File: config.mk
export PLATFORM = sky130hd
export DESIGN_NAME = cache_controller
export DESIGN_NICKNAME = d
export VERILOG_FILES = /design/src/rtl/cache_controller.sv
export SDC_FILE = /design/constraint.sdc
export NUM_CORES = 2
export LEC_CHECK = 0
export CORE_MARGIN = 1.5
export CORE_UTILIZATION = 50
export CTS_CLUSTER_DIAMETER = 40
export DETAILED_ROUTE_END_ITERATION = 12
export PLACE_DENSITY = 0.75
export SLEW_MARGIN = 30
export SYNTH_ARGS = -nofsm -noshare
export SYNTH_HDL_FRONTEND = slang
export SYNTH_MEMORY_MAX_BITS = 65536
export SYNTH_SLANG_ARGS = --single-unit
File: constraint.sdc
create_clock -name clk -period 5.29 [get_ports clk]
set_input_delay 1.058 -clock clk [delete_from_list [all_inputs] [get_ports clk]]
set_output_delay 1.058 -clock clk [all_outputs]
set_load 0.02 [all_outputs]
File: src/rtl/cache_controller.sv
// cache_controller: direct-mapped write-through, no-write-allocate cache with
// 4-word line refill, access timeout and saturating hit/miss counters.
module cache_controller #(
  parameter int WIDTH = 32,
  parameter int MEM_DEPTH = 1024,
  parameter int LINES = 32,
  parameter int TIMEOUT = 64,
  localparam int AW = $clog2(MEM_DEPTH),
  localparam int IW = $clog2(LINES),
  localparam int TW = AW - IW - 2
) (
  input  logic               clk,
  input  logic               reset,
  input  logic [AW-1:0]      cpu_address,
  input  logic               cpu_read,
  input  logic               cpu_write,
  input  logic [WIDTH-1:0]   cpu_write_data,
  output logic [WIDTH-1:0]   cpu_read_data,
  output logic               cpu_stall,
  output logic [AW-1:0]      mem_address,
  output logic               mem_read_en,
  output logic               mem_write_en,
  output logic [WIDTH-1:0]   mem_write_data,
  input  logic               mem_ready,
  input  logic [4*WIDTH-1:0] mem_read_data,
  output logic               mem_error,
  output logic [15:0]        hit_count,
  output logic [15:0]        miss_count
);
  typedef enum logic [1:0] {IDLE, WRITE_MEM, REFILL, RESPOND} state_t;
  state_t state_q, state_d;
  logic [AW-1:0] addr_q, addr_d, mem_address_q, mem_address_d;
  logic [WIDTH-1:0] rdata_q, rdata_d, wdata_q, wdata_d;
  logic rd_en_q, rd_en_d, wr_en_q, wr_en_d, err_q, err_d;
  logic [6:0] cnt_q, cnt_d;
  logic [15:0] hits_q, hits_d, miss_q, miss_d;
  logic [LINES-1:0] valid_q;
  logic [TW-1:0] tag_q [LINES];
  logic [WIDTH-1:0] data_q [LINES][4];
  logic [1:0] off, r_off;
  logic [IW-1:0] idx, r_idx;
  logic [TW-1:0] tg, r_tg;
  logic hit, rd_hit, rd_miss, wr, acc, done, tmo, refill_done;
  assign off = cpu_address[1:0];
  assign idx = cpu_address[IW+1:2];
  assign tg = cpu_address[AW-1:IW+2];
  assign r_off = addr_q[1:0];
  assign r_idx = addr_q[IW+1:2];
  assign r_tg = addr_q[AW-1:IW+2];
  assign hit = valid_q[idx] && tag_q[idx] == tg;
  always_comb begin
    rd_hit = state_q == IDLE && cpu_read && !cpu_write && hit;
    rd_miss = state_q == IDLE && cpu_read && !cpu_write && !hit;
    wr = state_q == IDLE && cpu_write;
    acc = state_q == WRITE_MEM || state_q == REFILL;
    // the first access cycle ignores mem_ready (cnt_q is still 0 there)
    done = acc && cnt_q != 7'd0 && mem_ready;
    tmo = acc && !done && cnt_q == 7'(TIMEOUT - 1);
    refill_done = state_q == REFILL && done;
    cpu_stall = wr || rd_miss || acc;
    state_d = wr ? WRITE_MEM : rd_miss ? REFILL : (done || tmo) ? RESPOND :
              state_q == RESPOND ? IDLE : state_q;
    addr_d = (wr || rd_miss) ? cpu_address : addr_q;
    mem_address_d = wr ? cpu_address : rd_miss ? {cpu_address[AW-1:2], 2'b00} : mem_address_q;
    wdata_d = wr ? cpu_write_data : wdata_q;
    rd_en_d = rd_miss || (rd_en_q && !(done || tmo));
    wr_en_d = wr || (wr_en_q && !(done || tmo));
    cnt_d = (wr || rd_miss) ? 7'd0 : acc ? cnt_q + 7'd1 : cnt_q;
    err_d = err_q || tmo;
    hits_d = (rd_hit && hits_q != 16'hFFFF) ? hits_q + 16'd1 : hits_q;
    miss_d = (rd_miss && miss_q != 16'hFFFF) ? miss_q + 16'd1 : miss_q;
    rdata_d = rd_hit ? data_q[idx][off] :
              refill_done ? mem_read_data[WIDTH*r_off +: WIDTH] : rdata_q;
  end
  always_ff @(posedge clk or negedge reset) begin
    if (!reset) begin
      state_q <= IDLE;
      addr_q <= '0;
      mem_address_q <= '0;
      wdata_q <= '0;
      rdata_q <= '0;
      rd_en_q <= 1'b0;
      wr_en_q <= 1'b0;
      err_q <= 1'b0;
      cnt_q <= '0;
      hits_q <= '0;
      miss_q <= '0;
      valid_q <= '0;
    end else begin
      state_q <= state_d;
      addr_q <= addr_d;
      mem_address_q <= mem_address_d;
      wdata_q <= wdata_d;
      rdata_q <= rdata_d;
      rd_en_q <= rd_en_d;
      wr_en_q <= wr_en_d;
      err_q <= err_d;
      cnt_q <= cnt_d;
      hits_q <= hits_d;
      miss_q <= miss_d;
      if (refill_done) valid_q[r_idx] <= 1'b1;
    end
  end
  // tag/data arrays are qualified by valid_q, so they need no reset
  always_ff @(posedge clk) begin
    if (wr && hit) data_q[idx][off] <= cpu_write_data;
    if (refill_done) begin
      tag_q[r_idx] <= r_tg;
      for (int i = 0; i < 4; i++) data_q[r_idx][i] <= mem_read_data[WIDTH*i +: WIDTH];
    end
  end
  assign cpu_read_data = rdata_q;
  assign mem_address = mem_address_q;
  assign mem_read_en = rd_en_q;
  assign mem_write_en = wr_en_q;
  assign mem_write_data = wdata_q;
  assign mem_error = err_q;
  assign hit_count = hits_q;
  assign miss_count = miss_q;
endmodule

==> results.txt <==
Status -> finished clean
Crit share post-route -> 97.0%
CP cell instances -> clkdlybuf4s50_1, or3b_2, o22ai_1, nor4_2, buf_4, xnor2_1, buf_4, nand4_2, a21oi_1, nand2b_1, clkdlybuf4s50_1
Hold WS -> 0.0947 ns
Slew headroom -> 21.2%
Leak -> 62.4 nW
DP Wirelength -> 280 mm
Top_reg_cell synth -> edfxtp_1
Root buffer cell -> clkbuf_16
IO Port Bufs -> 284
Largest area contributor in the netlist -> edfxtp_1
Gr ovfl total -> 0
First-pass GRT wire length -> 678 mm
Post-Syn Instances -> 7275
Pwr per Cell Area -> 418 mW/mm^2
Core Rows -> 212
CTS Buf Count -> 460
Die H -> 582 um
Final setup viols -> 0
Max-Cap Viols -> 0
Final setup TNS -> 0 ns
Worst-Margin Slew -> 1.18 ns
CP endpoint kind -> primary output
Placed cell area -> 0.181 mm^2
CP Class -> in2out
GPL Wtd Cong -> 0.964
Syn nets -> 7457
All-Layer GR Usage -> 28.7%
Residual DRC -> 0
Vias after detailed routing -> 86.1k
Final Instance Area -> 0.197 mm^2
Die Area -> 0.339 mm^2
Max Fclk -> 195 MHz
Largest net degree at the start of global routing -> 146
Synth top area share -> 75.1%
CTS Hold Bufs -> 0
Crit path largest cell delay -> 0.64 ns
Post-CTS Resized -> 0
Warnings from Yosys -> 0
Sink Count -> 4344
Critical path data arrival time -> 4.08 ns
Req. time, crit path -> 4.23 ns
Number of vias per cell -> 6.66
H-tree Lvls -> 5
Starting DRT DRC Count -> 14.1k
Core area -> 0.334 mm^2
DRT Wirelength -> 486 mm
Initial Utilization -> 50.3%
Fin nets -> 8294
Initial antenna violation count -> 28
Distinct cell type count after synthesis -> 50
Io pins -> 285
DRT Pass-1 Iters -> 8
Maximum vdd drop -> 0.319 mV
CTS tree -> built
Bufs on Longest Clock Path -> 4
EDFF count, synth -> 4192
CP max FO -> 6
Final-report max-slew violation count -> 0
Worst skew pair latency -> 1.00 ns
Vias in the first global route -> 87.4k
Share of cells above drive strength 1 -> 32.9%
FILL cells -> 22.0k
Synth top area cells -> edfxtp_1, mux4_2, dfrtp_1
Wirelength per Cell -> 37.6 um
Sequential area share after synthesis -> 77.3%
Overall power -> 0.0823 W
FFs w/ async S/R, synth -> 3.50%
Worst hold-check path type -> in2async
Die width -> 582 um
CP max-delay cell -> clkdlybuf4s50_1
Seq cells post-synth -> 4344
Area grow syn2layout -> 17.4%
Util after Layout -> 59.0%
Clock transition at path regs -> 0.06 ns
Post-CTS Setup Inserts -> 0
Endpoints failing hold -> 0
Startpoint types -> input pin
Syn avg cell area -> 23.1 um^2
Worst clock skew -> 0.0918 ns
Post-DRT Antenna Nets -> 0
Min Tclk post-route -> 5.13 ns
Mapped Area -> 0.168 mm^2
==> final cells by class <==
cell class | instances | area, um^2 | area share [%]
diodes | 28 | 70.1 | 0.0356
well taps | 4387 | 5490 | 2.79
flip-flops and latches | 4344 | 130000 | 65.9
clock inverters | 302 | 3280 | 1.67
inverters | 7 | 26.3 | 0.0133
multi-input cells | 2513 | 37400 | 19.0
repair buffers | 786 | 8870 | 4.50
clock buffers | 548 | 12100 | 6.15
==> critical path, delay by kind of cell <==
kind | cells | cell delay [ns]
AO/OA/AOI/OAI | 2 | 0.50
XOR/XNOR | 1 | 0.14
buffers and inverters | 4 | 1.50
AND/OR/NAND/NOR | 4 | 0.88
==> state kept, by name, summed over array words and instances (netlist names), 10 cells and up <==
name	flops
data_q	4096
mem_write_data	32
valid_q	32
hit_count	16
cpu_read_data	32
tag_q	96
addr_q	10
miss_count	16
==> kinds of logic after synthesis <==
logic type,after synthesis,synth area share (%)
adders and majority gates,7,0.0522
DFF,4344,77.3
AOI/OAI and AO/OA,225,0.906
and+or+nand+nor,861,2.16
buffers and inverters,418,1.07
muxes,1385,18.3
xor gates and xnor gates,35,0.183
==> synthesized netlist by cell type (9+ instances only) <==
cell,count
o22ai_1,77
mux2_2,12
nand3_1,22
or2_2,33
buf_4,10
mux4_2,1345
a211oi_1,32
dfrtp_1,152
nor3_1,38
xnor2_1,19
xor2_1,16
nor2_1,184
buf_2,121
nand2_1,518
a31oi_1,22
a21oi_1,15
a22oi_1,64
buf_1,43
mux2i_1,25
edfxtp_1,4192
clkbuf_1,232
nor4_1,9
nand4_1,12
==> worst paths after layout <==
kind,cells past startpoint,start,slack [ns],to
max in group asynchronous,2,reset,3.93,mem_write_data[29]$_DFFE_PN0P_
min in group clk,1,valid_q[18]$_DFFE_PN0P_,0.46,valid_q[18]$_DFFE_PN0P_
worst min register to register,1,valid_q[18]$_DFFE_PN0P_,0.46,valid_q[18]$_DFFE_PN0P_
worst min-delay path,1,reset,0.09,valid_q[9]$_DFFE_PN0P_
worst max register to register,10,state_q[0]$_DFFE_PN0P_,0.95,data_q[30][107]$_DFFE_PP_
worst max-delay path,11,cpu_address[5],0.16,cpu_stall
==> metal layers <==
metal,wire [um],global-route usage [%],vias to the layer above
li1,-,-,32609
met1,157000,35.7,45356
met2,229000,44.7,6768
met3,60500,7.42,1321
met4,39200,19.2,16
met5,188,0.241,-
==> stage by stage <==
stage	std cells	worst slack (ns)
floorplan	7275	0.290
global placement	12034	-0.0526
detailed placement	12034	0.113
CTS	12884	0.0755
global route	12895	-0.00753
finish	12915	0.157
==> layout by cell type (no fill, tap or decap), types with 9 or more instances in the layout <==
cell	n
clkdlybuf4s50_1	278
nor3_1	30
nor2_1	54
nand2_1	506
clkinvlp_4	42
dfrtp_1	147
nor2_4	130
xor2_1	16
diode_2	28
clkbuf_1	69
a22oi_1	64
a31oi_1	22
buf_4	325
mux2i_1	25
bufinv_16	52
nand2_2	11
inv_6	43
inv_8	9
or2_2	33
a211oi_1	32
clkbuf_8	12
clkinv_4	21
xnor2_1	19
o22ai_1	76
clkinv_2	69
edfxtp_1	4192
a21oi_1	14
nand4_1	12
clkbuf_16	468
mux2_2	12
clkinv_1	55
mux4_2	1345
buf_12	176
nand3_1	22
==> power breakdown <==
group	leakage [nW]	internal (W)	switching, W
registers	39.7	0.0399	0.000793
clock network	7.45	0.0190	0.0138
logic	15.3	0.00285	0.00592
(Power assumes the default switching activity.)
